===== src/rtl/weight_fetch_ctrl.sv =====
// Read-side fetch controller for a per-neuron weight BRAM (falling-edge BRAM, 1-cycle latency).
// Optional WFETCH_CHECKSUM_EN adds CHKSUM, the running modulo-2^DW sum of handshaken words.
module weight_fetch_ctrl #(
   parameter int unsigned DEPTH = 28,
   parameter int unsigned AW    = 5,
   parameter int unsigned DW    = 16
) (
   input  logic          CLK,
   input  logic          RST_N,
   input  logic          START,
   output logic          BUSY,
   output logic          DONE,
   output logic [AW-1:0] BRAM_ADDR,
   output logic          BRAM_EN,
   output logic          BRAM_WE,
   input  logic [DW-1:0] BRAM_DO,
   output logic [DW-1:0] W_DATA,
   output logic [AW-1:0] W_INDEX,
   output logic          W_VALID,
   input  logic          W_READY,
`ifdef WFETCH_CHECKSUM_EN
   output logic          W_LAST,
   output logic [DW-1:0] CHKSUM
`else
   output logic          W_LAST
`endif
);

   localparam logic [AW-1:0] LAST_ADDR = AW'(DEPTH - 1);

   typedef enum logic [1:0] {S_IDLE, S_FETCH, S_DRAIN, S_DONE} state_e;

   typedef struct packed {
      logic [DW-1:0] data;
      logic [AW-1:0] idx;
      logic          last;
   } entry_t;

   state_e        state_q, state_d;
   logic [AW-1:0] ptr_q, ptr_d;
   logic [AW-1:0] bram_addr_q, bram_addr_d;
   logic          bram_en_q, bram_en_d;
   logic [1:0]    cnt_q, cnt_d;
   entry_t        ent0_q, ent0_d, ent1_q, ent1_d, new_ent;
   logic          pop, push, issue, start_acc;
   logic [2:0]    occ;

   // A read registered last edge is in flight, so bram_en_q doubles as the in-flight flag.
   always_comb begin
      pop       = (cnt_q != 2'd0) && W_READY;
      push      = bram_en_q;
      start_acc = (state_q == S_IDLE) && START;
      occ       = 3'(cnt_q) + 3'(bram_en_q) - 3'(pop);
      // In FETCH the pointer is always below DEPTH: the last issue leaves FETCH.
      issue     = (state_q == S_FETCH) && (occ < 3'd2);
   end

   always_ff @(posedge CLK or negedge RST_N) begin
      if (!RST_N) state_q <= S_IDLE;
      else        state_q <= state_d;
   end

   always_comb begin
      state_d = state_q;
      case (state_q)
         S_IDLE:  if (START) state_d = S_FETCH;
         S_FETCH: if (issue && (ptr_q == LAST_ADDR)) state_d = S_DRAIN;
         S_DRAIN: if (!bram_en_q && ((cnt_q == 2'd0) || ((cnt_q == 2'd1) && pop)))
                     state_d = S_DONE;
         S_DONE:  state_d = S_IDLE;
         default: state_d = S_IDLE;
      endcase
   end

   always_comb begin
      BUSY    = (state_q == S_FETCH) || (state_q == S_DRAIN);
      DONE    = (state_q == S_DONE);
      BRAM_ADDR = bram_addr_q;
      BRAM_EN = bram_en_q;
      W_VALID = (cnt_q != 2'd0);
      W_DATA  = ent0_q.data;
      W_INDEX = ent0_q.idx;
      W_LAST  = W_VALID && ent0_q.last;
   end

   assign BRAM_WE = 1'b0;

   always_comb begin
      ptr_d = ptr_q;
      if (start_acc)                          ptr_d = '0;
      else if (issue && (ptr_q != LAST_ADDR)) ptr_d = ptr_q + 1'b1;
      bram_en_d   = issue;
      bram_addr_d = issue ? ptr_q : bram_addr_q;
   end

   // Two-entry skid FIFO; ent0 is the head presented downstream.
   always_comb begin
      new_ent.data = BRAM_DO;
      new_ent.idx  = bram_addr_q;
      new_ent.last = (bram_addr_q == LAST_ADDR);
      ent0_d = ent0_q;
      ent1_d = ent1_q;
      cnt_d  = cnt_q;
      case ({push, pop})
         2'b10: begin
            if (cnt_q == 2'd0) ent0_d = new_ent;
            else               ent1_d = new_ent;
            cnt_d = cnt_q + 2'd1;
         end
         2'b01: begin
            ent0_d = ent1_q;
            cnt_d  = cnt_q - 2'd1;
         end
         2'b11: begin
            if (cnt_q == 2'd1) begin
               ent0_d = new_ent;
            end else begin
               ent0_d = ent1_q;
               ent1_d = new_ent;
            end
         end
         default: ;
      endcase
   end

   always_ff @(posedge CLK or negedge RST_N) begin
      if (!RST_N) begin
         ptr_q       <= '0;
         bram_addr_q <= '0;
         bram_en_q   <= 1'b0;
         cnt_q       <= '0;
         ent0_q      <= '0;
         ent1_q      <= '0;
      end else begin
         ptr_q       <= ptr_d;
         bram_addr_q <= bram_addr_d;
         bram_en_q   <= bram_en_d;
         cnt_q       <= cnt_d;
         ent0_q      <= ent0_d;
         ent1_q      <= ent1_d;
      end
   end

`ifdef WFETCH_CHECKSUM_EN
   logic [DW-1:0] chk_q, chk_d;

   always_comb begin
      chk_d = chk_q;
      if (start_acc) chk_d = '0;
      else if (pop)  chk_d = chk_q + ent0_q.data;
   end

   always_ff @(posedge CLK or negedge RST_N) begin
      if (!RST_N) chk_q <= '0;
      else        chk_q <= chk_d;
   end

   assign CHKSUM = chk_q;
`endif

endmodule


===== config.mk =====
export PLATFORM = sky130hd
export DESIGN_NAME = weight_fetch_ctrl
export DESIGN_NICKNAME = d
export VERILOG_FILES = /design/src/rtl/weight_fetch_ctrl.sv
export SDC_FILE = /design/constraint.sdc
export NUM_CORES = 1
export LEC_CHECK = 0
export ABC_AREA = 0
export CAP_MARGIN = 40
export CORE_UTILIZATION = 35
export CTS_CLUSTER_SIZE = 10
export DETAILED_ROUTE_END_ITERATION = 6
export PLACE_DENSITY = 0.61
export SLEW_MARGIN = 15
export SYNTH_ARGS = -nofsm -noshare
export SYNTH_HDL_FRONTEND = slang
export SYNTH_SLANG_ARGS = --single-unit

===== constraint.sdc =====
create_clock -name CLK -period 2.5 [get_ports CLK]
set_input_delay 0.625 -clock CLK [delete_from_list [all_inputs] [get_ports CLK]]
set_output_delay 0.625 -clock CLK [all_outputs]
set_load 0.03 [all_outputs]

==> summary.md, run 1 <==
| Metric | Value |
|---|---|
| Syn-to-layout area delta | 25.7% |
| Period utilization | 95.8% |
| Pre-antenna DRT Iters | 4 |
| Met1 Use GR | 18.1% |
| Syn Nets | 273 |
| Top Ports | 52 |
| Sequential share of the synthesized area | 49.6% |
| Cell Rows | 33 |
| Met3 Resource Use GR | 4.13% |
| Tmin final | 2.39 ns |
| Most common cell in the netlist | dfrtp_1 |
| Layout cell share with drive strength beyond 1 | 21.0% |
| Mapped Area | 0.00298 sq mm |
| Total die area | 0.00888 sq mm |
| DRT iter0 DRCs | 24 |
| Total CTS buffers | 9 |
| Async set-reset flop share out of synthesis | 100% |
| Max-cap violations | 0 |
| GRT busiest layer | met2 |
| Syn Inst Count | 242 |
| Initial antenna violation count | 0 |
| Combinational power share | 52.2% |
| Run status | complete, no violations |
| Leading area contributor after synthesis | dfrtp_1 |
| DP Worst Slack | -0.460 ns |
| R2R Path Start | cnt_q[0]$_DFFE_PN0P_ |
| P_leak | 0.00162 uW |
| Clock share of power | 15.3% |
| Final WL | 5.51 mm |
| Total power | 5120 uW |
| CTS Root Cell | clkbuf_8 |
| Total congestion overflow | 0 |
| Die height | 94.3 microns |
| Vias in the first global route | 1916 |
| CP delay by family, top | adder cells |
| Synth top area share | 49.6% |
| H-tree depth | 3 |
| Worst vdd ir | 0.000767 V |
| First-pass GRT wire length | 9.38 mm |
| Power density cells | 1370 mW/mm^2 |
| Syn_area_per_cell | 12.3 sq um |
| Slowest-stage cell, CP | fa_1 |
| Core Area | 0.00822 sq mm |
| Layout fillers | 774 |
| Post-synthesis cell type count | 43 |
| Antenna viol nets, final | 0 |
| Post-DR wirelength/cell | 14.0 microns |
| Commonest cells in the netlist | dfrtp_1 (59), buf_4 (28), a221o_1 (22) |
| Sw Ratio | 39.4% |
| Critical Path, Cell by Cell | inv_2, ha_4, nand2b_4, inv_4, nor2_1, o21ai_0, fa_1, nand2_2, o31ai_4, nand3_2, mux2_1 |
| Vias per inst | 4.80 |
| Worst-path clk slew | 0.07 ns |
| Die span in x | 94.3 microns |
| Main synth FF type | dfrtp_1 |
| #FFs+latches synth | 59 |
| Met2 Use GR | 22.0% |
| Final setup vio count | 0 |
| Slew Limit Fails | 0 |
| WP depth | 11 |
| Final HPWL DP | 3.82 mm |
| Critical path class | flip-flop to flip-flop |
| CP bufs+invs | 2 |
| Flop-to-flop setup slack | 0.11 ns |
| Internal Pwr Total | 3110 uW |
| Ys Warns | 0 |
| Initial Util | 36.3% |
| Pin count of the biggest net entering global routing | 42 |
| Hold/Removal Path Class | primary input to async pin |
| CP Capture Type | flip-flop |
| N_diodes | 0 |
| Total clock sinks | 59 |
| Area contributors post-synth | dfrtp_1 (50%), mux2_1 (7.6%), a221o_1 (7.4%) |
| Number of synthesized flops with an enable pin | 0 |
| Via count | 1895 |
| Critical path required time | 2.71 ns |
| Max Root-Sink Buffers | 2 |
| Worst Tran Pin Value | 0.782 ns |
| Startpoint Class | flip-flop |
| TritonCTS clock tree | built |
| Count of final hold-check violations | 0 |
| GRT Total Usage | 14.0% |
| Worst-skew pair later-pin latency | 0.33 ns |
| RR Endpoint | state_q[1]$_DFFE_PN0P_ |
| Nets | 316 |
| Switching pwr | 2020 uW |
| Seq pwr share | 32.5% |
| Max stage delay on crit path | 0.51 ns |
| Final GP Congestion | 0.756 |
| R2R depth | 11 |
| Clk_skew | 0.0124 ns |
| Slew Limit Headroom | 47.9% |
| Critical path arrival | 2.60 ns |
| # DRC | 0 |
| Setup ws final | 0.106 ns |
| Fmax | 418 MHz |
| CP max FO | 5 |
| Port bufs | 50 |
==> cell usage in the layout (no fill, tap or decap), types with 2 or more instances in the layout <==
cell,count
buf_4,14
mux2i_1,2
nor2_1,7
nand2_2,2
inv_2,2
and2_0,17
xnor2_1,5
dlymetal6s2s_1,2
a21oi_1,2
clkdlybuf4s50_1,46
ha_1,9
nand2_1,4
a221o_1,22
mux2_1,20
clkbuf_8,11
inv_1,6
mux2_2,7
o31ai_4,2
and2_1,5
buf_12,3
dfrtp_1,59
nor2_2,2
nand3_1,4
clkinvlp_4,2
o21ai_0,3
nor2b_1,2
clkinv_2,2
==> worst reg2reg max path, stage by stage, from the launching register on <==
cell	delay [ns]
dfrtp_1	0.39
inv_2	0.08
ha_4	0.13
nand2b_4	0.14
inv_4	0.03
nor2_1	0.07
o21ai_0	0.09
fa_1	0.51
nand2_2	0.11
o31ai_4	0.28
nand3_2	0.12
mux2_1	0.32
==> layer usage <==
metal / share of wire (%) / vias to the layer above / wire (microns)
li1: - / 913 / -
met1: 47 / 940 / 2570
met2: 47 / 38 / 2620
met3: 5.1 / 4 / 283
met4: 0.78 / 0 / 43
met5: 0 / - / 0
==> per-stage QoR <==
stage	instance area, sq um	hold WS, ns	cells	util, %	setup TNS, ns
after global routing	3740	0.263	395	45.6	-0.000568
after floorplan	3000	0.329	242	-	0
after CTS	3710	0.246	395	45.1	-0.137
after detailed placement	3510	0.476	378	42.8	-10.63
after global placement	3500	0.468	377	42.6	-10.09
final	3740	0.246	395	45.6	0
==> area by class of cell <==
type,count,area [sq um],share of cell area [%]
clock buffers,12,155,4.14
clock inverters,4,25.0,0.668
inverters,9,36.3,0.969
multi-input cells,138,1240,33.2
flip-flops and latches,59,1480,39.4
well taps,105,131,3.51
repair buffers,68,676,18.0
==> power groups by stage <==
| stage | Clock [uW] | Combinational (uW) | Sequential (uW) |
|---|---|---|---|
| CTS | 811 | 2670 | 1670 |
| global placement | 0 | 2570 | 1670 |
| detailed placement | 0 | 2640 | 1690 |
| finish | 782 | 2670 | 1670 |
| floorplan | 0 | 2050 | 1630 |
| global route | 856 | 2920 | 1740 |
==> cell families after synthesis <==
family | Yosys count | share of synthesized area, %
DFF | 59 | 49.6
adders and majority gates | 11 | 4.87
xor gates and xnor gates | 6 | 1.76
muxes | 29 | 10.9
other | 1 | 0.126
AOI/OAI and AO/OA | 34 | 10.8
and+or+nand+nor | 57 | 11.3
buffers and inverters | 45 | 10.7
==> how the worst max path moves through the flow <==
stage                         start                     end  slack (ns)
2_1_floorplan  cnt_q[1]$_DFFE_PN0P_  state_q[1]$_DFFE_PN0P_       0.003
4_1_cts                     W_READY  state_q[1]$_DFFE_PN0P_       -0.09
5_1_grt        cnt_q[0]$_DFFE_PN0P_   ent0_q[0]$_DFFE_PN0P_     -0.0006
3_3_place_gp                W_READY  state_q[1]$_DFFE_PN0P_       -0.39
6_report       cnt_q[0]$_DFFE_PN0P_  state_q[1]$_DFFE_PN0P_        0.11
3_5_place_dp                W_READY  state_q[1]$_DFFE_PN0P_       -0.46
==> sequential cells by signal (all words and copies together), names as in the netlist <==
signal	cells
ent1_q	22
W_DATA	16
BRAM_ADDR	5
W_INDEX	5
ptr_q	5
cnt_q	2
state_q	2
BRAM_EN	1
ent0_q	1
==> what timing repair did <==
action / 4_1_cts / 5_1_grt
setup endpoints to repair: 10 / 35
hold buffers: 0 / 0
endpoints found under the hold margin: 0 / 0
buffers inserted: 1 / 0
resized for setup: 3 / 9
pin swaps: 2 / 1
Power figures use the tool's default switching activity.
==> inputs of run 2 (changes only) <==
--- a/config.mk
+++ b/config.mk
@@ -7,7 +7,9 @@
 export LEC_CHECK = 0
 export ABC_AREA = 0
 export CAP_MARGIN = 40
+export CORE_ASPECT_RATIO = 1.75
 export CORE_UTILIZATION = 35
+export CTS_BUF_LIST = sky130_fd_sc_hd__clkbuf_4 sky130_fd_sc_hd__clkbuf_8
 export CTS_CLUSTER_SIZE = 10
 export DETAILED_ROUTE_END_ITERATION = 6
 export PLACE_DENSITY = 0.61
==> summary.md, run 2 (same netlist as run 1, synthesis figures left out) <==
| Metric | Value |
|---|---|
| Run status | complete, no violations |
| Sw Ratio | 39.6% (+0.25 points) |
| Total clock sinks | 59 (unchanged) |
| N_diodes | 0 (unchanged) |
| Pin count of the biggest net entering global routing | 27 (-36%) |
| Worst vdd ir | 0.000804 V (+4.8%) |
| TritonCTS clock tree | built |
| P_leak | 0.00164 uW (+1.2%) |
| Slowest-stage cell, CP | fa_2 |
| CP delay by family, top | adder cells |
| CP bufs+invs | 2 (unchanged) |
| Critical path arrival | 2.59 ns (about the same) |
| Final HPWL DP | 3.97 mm (+3.9%) |
| Clk_skew | 0.0124 ns (+0.0000212 ns) |
| Post-layout util | 45.6% (about the same) |
| Biggest register | ent1_q |
| GRT Total Usage | 14.6% (+0.57 points) |
| First-pass GRT wire length | 9.65 mm (+2.9%) |
| DP Worst Slack | -0.466 ns (-0.00685 ns) |
| Pre-antenna DRT Iters | 4 (unchanged) |
| Slew Limit Headroom | 60.4% (+12 points) |
| Total congestion overflow | 0 (unchanged) |
| Seq pwr share | 31.8% (-0.7 points) |
| Initial antenna violation count | 0 (unchanged) |
| Combinational power share | 51.9% (-0.3 points) |
| Switching pwr | 2110 uW (+4.7%) |
| Max-cap violations | 0 (unchanged) |
| Worst-skew pair later-pin latency | 0.35 ns (+0.02 ns) |
| Final GP Congestion | 0.762 (+0.71%) |
| Vias in the first global route | 1903 (-0.68%) |
| Nets | 317 (+0.32%) |
| Final setup vio count | 0 (unchanged) |
| Clock share of power | 16.4% (+1.1 points) |
| Layout cell share with drive strength beyond 1 | 21.3% (+0.27 points) |
| TNS Setup | 0 ns (unchanged) |
| Die span in x | 71.7 microns (-24%) |
| Fmax | 423 MHz (+1.4%) |
| Tmin final | 2.36 ns (-0.0325 ns) |
| Worst Tran Pin Value | 0.594 ns (-0.187 ns) |
| Final instance area | 0.00376 sq mm (+0.53%) |
| Post-DR wirelength/cell | 15.8 microns (+13%) |
| Critical path required time | 2.72 ns (about the same) |
| CP max FO | 6 (+1) |
| Cell Rows | 44 (+33%) |
| Internal Pwr Total | 3220 uW (+3.6%) |
| Period utilization | 94.5% (-1.3 points) |
| Total die area | 0.00890 sq mm (+0.16%) |
| Via count | 1909 (+0.74%) |
| Setup ws final | 0.138 ns (+0.0325 ns) |
| RSZ-0062 raised after global routing | yes |
| H-tree depth | 3 (unchanged) |
| Largest register FFs | 22 (unchanged) |
| Critical Path, Cell by Cell | inv_2, ha_4, nand2b_4, inv_4, nor2_1, o21ai_0, fa_2, nand2_4, o31ai_4, nand3_2, mux2_1 |
| Initial Util | 36.1% (-0.18 points) |
| Syn-to-layout area delta | 26.4% |
| Slew Limit Fails | 0 (unchanged) |
| Startpoint Class | flip-flop |
| DRT iter0 DRCs | 93 (+290%) |
| Max Root-Sink Buffers | 2 (unchanged) |
| Hold/Removal Path Class | primary input to async pin |
| Vias per inst | 4.98 (+3.9%) |
| Port bufs | 50 (unchanged) |
| Critical path class | flip-flop to flip-flop |
| Antenna viol nets, final | 0 (unchanged) |
| CTS Hold Bufs | 0 (unchanged) |
| Die height | 124 microns (+32%) |
| Count of final hold-check violations | 0 (unchanged) |
| Worst-path clk slew | 0.07 ns (about the same) |
| Total CTS buffers | 9 (unchanged) |
| CTS Root Cell | clkbuf_8 |
| Power density cells | 1420 mW/mm^2 (+3.4%) |
| Top Ports | 52 (unchanged) |
| Placed inst area | 0.00348 sq mm (-0.93%) |
| CP Capture Type | flip-flop |
| Most common cell after layout, fill and taps aside | dfrtp_1 |
| Core Area | 0.00826 sq mm (+0.50%) |
| Final WL | 6.05 mm (+9.7%) |
| Max stage delay on crit path | 0.58 ns (+0.07 ns) |
| # DRC | 0 (unchanged) |
| Most frequent cells in the layout | dfrtp_1 (59), clkdlybuf4s50_1 (45), a221o_1 (22) |
## run 2: layout make-up
type                            count  area [sq um]
Clock inverter                      5          52.6
Sequential cell                    59          1480
Inverter                            9          36.3
Clock buffer                       11           145
Tap cell                           92           115
Fill cell                         763          4490
Timing Repair Buffer               68           666
Multi-Input combinational cell    139          1270
## run 2: power groups by stage
| stage | clock, uW | combinational [uW] | sequential [uW] |
|---|---|---|---|
| final | 872 | 2760 | 1690 |
| after global routing | 945 | 2970 | 1760 |
| after CTS | 898 | 2650 | 1680 |
| after detailed placement | 0 | 2610 | 1710 |
| after global placement | 0 | 2550 | 1690 |
| after floorplan | 0 | 2050 | 1630 |
## run 2: per-layer routing
layer,vias to the layer above,GRT usage [%],part of all wire (%)
li1,916,-,-
met3,9,4.21,3.1
met1,952,16.6,42
met5,-,0,0
met4,0,6.99,1.9
met2,32,24.9,53
## run 2: what timing repair did
action,CTS,global route
cloned,0,1
endpoints found under the setup margin,11,34
setup buffers,1,1
resized for setup,6,9
pin swaps,1,1
## run 2: metrics by stage
| step | power [uW] | cells | hold slack (ns) |
|---|---|---|---|
| finish | 5330 | 383 | 0.275 |
| global route | 5680 | 383 | 0.309 |
| CTS | 5230 | 381 | 0.285 |
| detailed placement | 4330 | 364 | 0.477 |
| global placement | 4250 | 363 | 0.468 |
| floorplan | 3670 | 242 | 0.329 |
## run 2: worst paths after layout
check                                      startpoint                     end  slack [ns]  cells after the start
worst max-delay path             cnt_q[0]$_DFFE_PN0P_  state_q[1]$_DFFE_PN0P_        0.14                     11
worst min-delay path                            RST_N   W_DATA[3]$_DFFE_PN0P_        0.27                      1
worst max register to register   cnt_q[0]$_DFFE_PN0P_  state_q[1]$_DFFE_PN0P_        0.14                     11
worst min register to register  ent1_q[4]$_DFFE_PN0P_  W_INDEX[3]$_DFFE_PN0P_        0.48                      1
max in group asynchronous                       RST_N  W_DATA[11]$_DFFE_PN0P_        1.52                      2
min in group CLK                ent1_q[4]$_DFFE_PN0P_  W_INDEX[3]$_DFFE_PN0P_        0.48                      1
==> inputs of run 3 (changes only) <==
--- a/config.mk
+++ b/config.mk
@@ -12,7 +12,7 @@
 export CTS_BUF_LIST = sky130_fd_sc_hd__clkbuf_4 sky130_fd_sc_hd__clkbuf_8
 export CTS_CLUSTER_SIZE = 10
 export DETAILED_ROUTE_END_ITERATION = 6
-export PLACE_DENSITY = 0.61
+export PLACE_DENSITY = 0.59
 export SLEW_MARGIN = 15
 export SYNTH_ARGS = -nofsm -noshare
 export SYNTH_HDL_FRONTEND = slang
==> constraint.sdc (replaced) <==
create_clock -name CLK -period 2.4 [get_ports CLK]
set_input_delay 0.6 -clock CLK [delete_from_list [all_inputs] [get_ports CLK]]
set_output_delay 0.6 -clock CLK [all_outputs]
set_load 0.03 [all_outputs]
==> summary.md, run 3 (same netlist as run 1, synthesis figures left out) <==
| Metric | Value |
|---|---|
| CP max FO | 6 (unchanged) |
| Max stage delay on crit path | 0.55 ns (-0.03 ns) |
| Layout cell share with drive strength beyond 1 | 22.7% (+1.4 points) |
| Pre-antenna DRT Iters | 6 (+2) |
| Post-DR wirelength/cell | 15.9 microns (+0.91%) |
| Vias in the first global route | 1958 (+2.9%) |
| Critical Path, Cell by Cell | inv_2, ha_4, nand2b_4, inv_4, nor2_1, o21ai_1, fa_2, nand2_4, o31ai_4, nand3_2, mux2_4 |
| Worst Tran Pin Value | 0.616 ns (+0.0219 ns) |
| Vias per inst | 4.99 (+0.10%) |
| RSZ-0062 raised after global routing | yes |
| Via count | 1911 (+0.10%) |
| CP Capture Type | flip-flop |
| Final GP Congestion | 0.810 (+6.3%) |
| N_diodes | 0 (unchanged) |
| Final WL | 6.10 mm (+0.91%) |
| P_leak | 0.00166 uW (+1.5%) |
| Power density cells | 1510 mW/mm^2 (+6.9%) |
| Most common cell after layout, fill and taps aside | dfrtp_1 |
| Final HPWL DP | 4.00 mm (+0.87%) |
| Antenna viol nets, final | 0 (unchanged) |
| Cell Rows | 44 (unchanged) |
| Port bufs | 50 (unchanged) |
| Worst-skew pair later-pin latency | 0.34 ns (about the same) |
| DRT iter0 DRCs | 86 (-7.5%) |
| Total congestion overflow | 0 (unchanged) |
| Fmax | 426 MHz (+0.52%) |
| Critical path class | flip-flop to flip-flop |
| Initial Util | 36.1% (unchanged) |
| CTS Root Cell | clkbuf_8 |
| Period utilization | 97.9% (+3.4 points) |
| Run status | complete, no violations |
| Syn-to-layout area delta | 28.7% |
| Startpoint Class | flip-flop |
| Initial antenna violation count | 0 (unchanged) |
| Placed Cells | 365 (+0.27%) |
| Total CTS buffers | 9 (unchanged) |
| Top Ports | 52 (unchanged) |
| Critical path arrival | 2.58 ns (about the same) |
| Fin cells | 383 (unchanged) |
| Critical path required time | 2.63 ns (-0.09 ns) |
| Biggest register | ent1_q |
| Most frequent cells in the layout | dfrtp_1 (58), clkdlybuf4s50_1 (45), a221o_1 (22) |
| Total clock sinks | 59 (unchanged) |
| Slew Limit Fails | 0 (unchanged) |
| Die height | 124 microns (unchanged) |
| Max-cap violations | 0 (unchanged) |
| CP delay by family, top | adder cells |
| First-pass GRT wire length | 9.69 mm (+0.50%) |
| Hold/Removal Path Class | primary input to async pin |
| CP bufs+invs | 2 (unchanged) |
| Worst vdd ir | 0.000996 V (+24%) |
| Count of final hold-check violations | 0 (unchanged) |
| TNS Setup | 0 ns (unchanged) |
| Clk_skew | 0.00816 ns (-0.00428 ns) |
| Largest register FFs | 22 (unchanged) |
| Nets | 317 (unchanged) |
| # DRC | 0 (unchanged) |
| Slowest-stage cell, CP | fa_2 |
| Pin count of the biggest net entering global routing | 60 (+120%) |
| CTS Hold Bufs | 0 (unchanged) |
| H-tree depth | 3 (unchanged) |
| TritonCTS clock tree | built |
| Core Area | 0.00826 sq mm (unchanged) |
| Max Root-Sink Buffers | 2 (unchanged) |
| Worst-path clk slew | 0.07 ns (about the same) |
| GRT Total Usage | 14.8% (+0.20 points) |
| Slew Limit Headroom | 58.9% (-1.5 points) |
| Tmin final | 2.35 ns (-0.0122 ns) |
| Final setup vio count | 0 (unchanged) |
| Total die area | 0.00890 sq mm (unchanged) |
| Die span in x | 71.7 microns (unchanged) |
## run 3: final timing paths
kind	from	to	slack, ns	depth (start not counted)
max in group asynchronous	RST_N	ent1_q[4]$_DFFE_PN0P_	1.86	2
min in group CLK	ent1_q[3]$_DFFE_PN0P_	ent1_q[3]$_DFFE_PN0P_	0.48	1
worst max-delay path	cnt_q[1]$_DFFE_PN0P_	state_q[1]$_DFFE_PN0P_	0.05	11
worst max register to register	cnt_q[1]$_DFFE_PN0P_	state_q[1]$_DFFE_PN0P_	0.05	11
worst min-delay path	RST_N	cnt_q[0]$_DFFE_PN0P_	0.24	2
worst min register to register	ent1_q[3]$_DFFE_PN0P_	ent1_q[3]$_DFFE_PN0P_	0.48	1
## run 3: what timing repair did
action,4_1_cts,5_1_grt
gates resized for setup,7,4
setup buffers,0,1
pin swaps,2,3
gates cloned,0,1
setup endpoints to repair,28,26
## run 3: layer usage
layer	vias to the layer above	global-route usage (%)	routed length (microns)
li1	913	-	-
met2	39	25.5	3280
met1	948	16.3	2460
met5	-	0	0
met4	0	8.46	154
met3	11	3.88	208
## run 3: area by class of cell
cell class                      count  area [sq um]
Tap cell                           92           115
Inverter                            9          36.3
Clock inverter                      5           100
Clock buffer                       11           145
Fill cell                         761          4420
Timing Repair Buffer               68           671
Sequential cell                    59          1480
Multi-Input combinational cell    139          1290
## run 3: worst register-to-register path: stages (launching register included)
cell and delay [ns]:
dfrtp_2 0.41, inv_2 0.08, ha_4 0.13, nand2b_4 0.15, inv_4 0.03, nor2_1 0.08
o21ai_1 0.08, fa_2 0.55, nand2_4 0.09, o31ai_4 0.22, nand3_2 0.12, mux2_4 0.31
## run 3: through the flow
step	setup WS [ns]	hold slack, ns	total power, uW	instance area (sq um)	utilization, %
2_1_floorplan	-0.0465	0.304	3910	3030	-
3_3_place_gp	-0.415	0.468	4530	3520	42.6
3_5_place_dp	-0.457	0.476	4610	3530	42.8
4_1_cts	-0.00735	0.253	5780	3790	45.9
5_1_grt	-0.0443	0.258	6170	3830	46.4
6_report	0.0505	0.244	5800	3830	46.4
## run 3: report_power, final
part,total [uW],switching (uW),leakage [uW],internal [uW]
registers,1740,285,0.000738,1460
logic,2940,1530,0.000800,1400
clock network,1120,396,0.000127,726
total,5800,2220,0.00166,3580
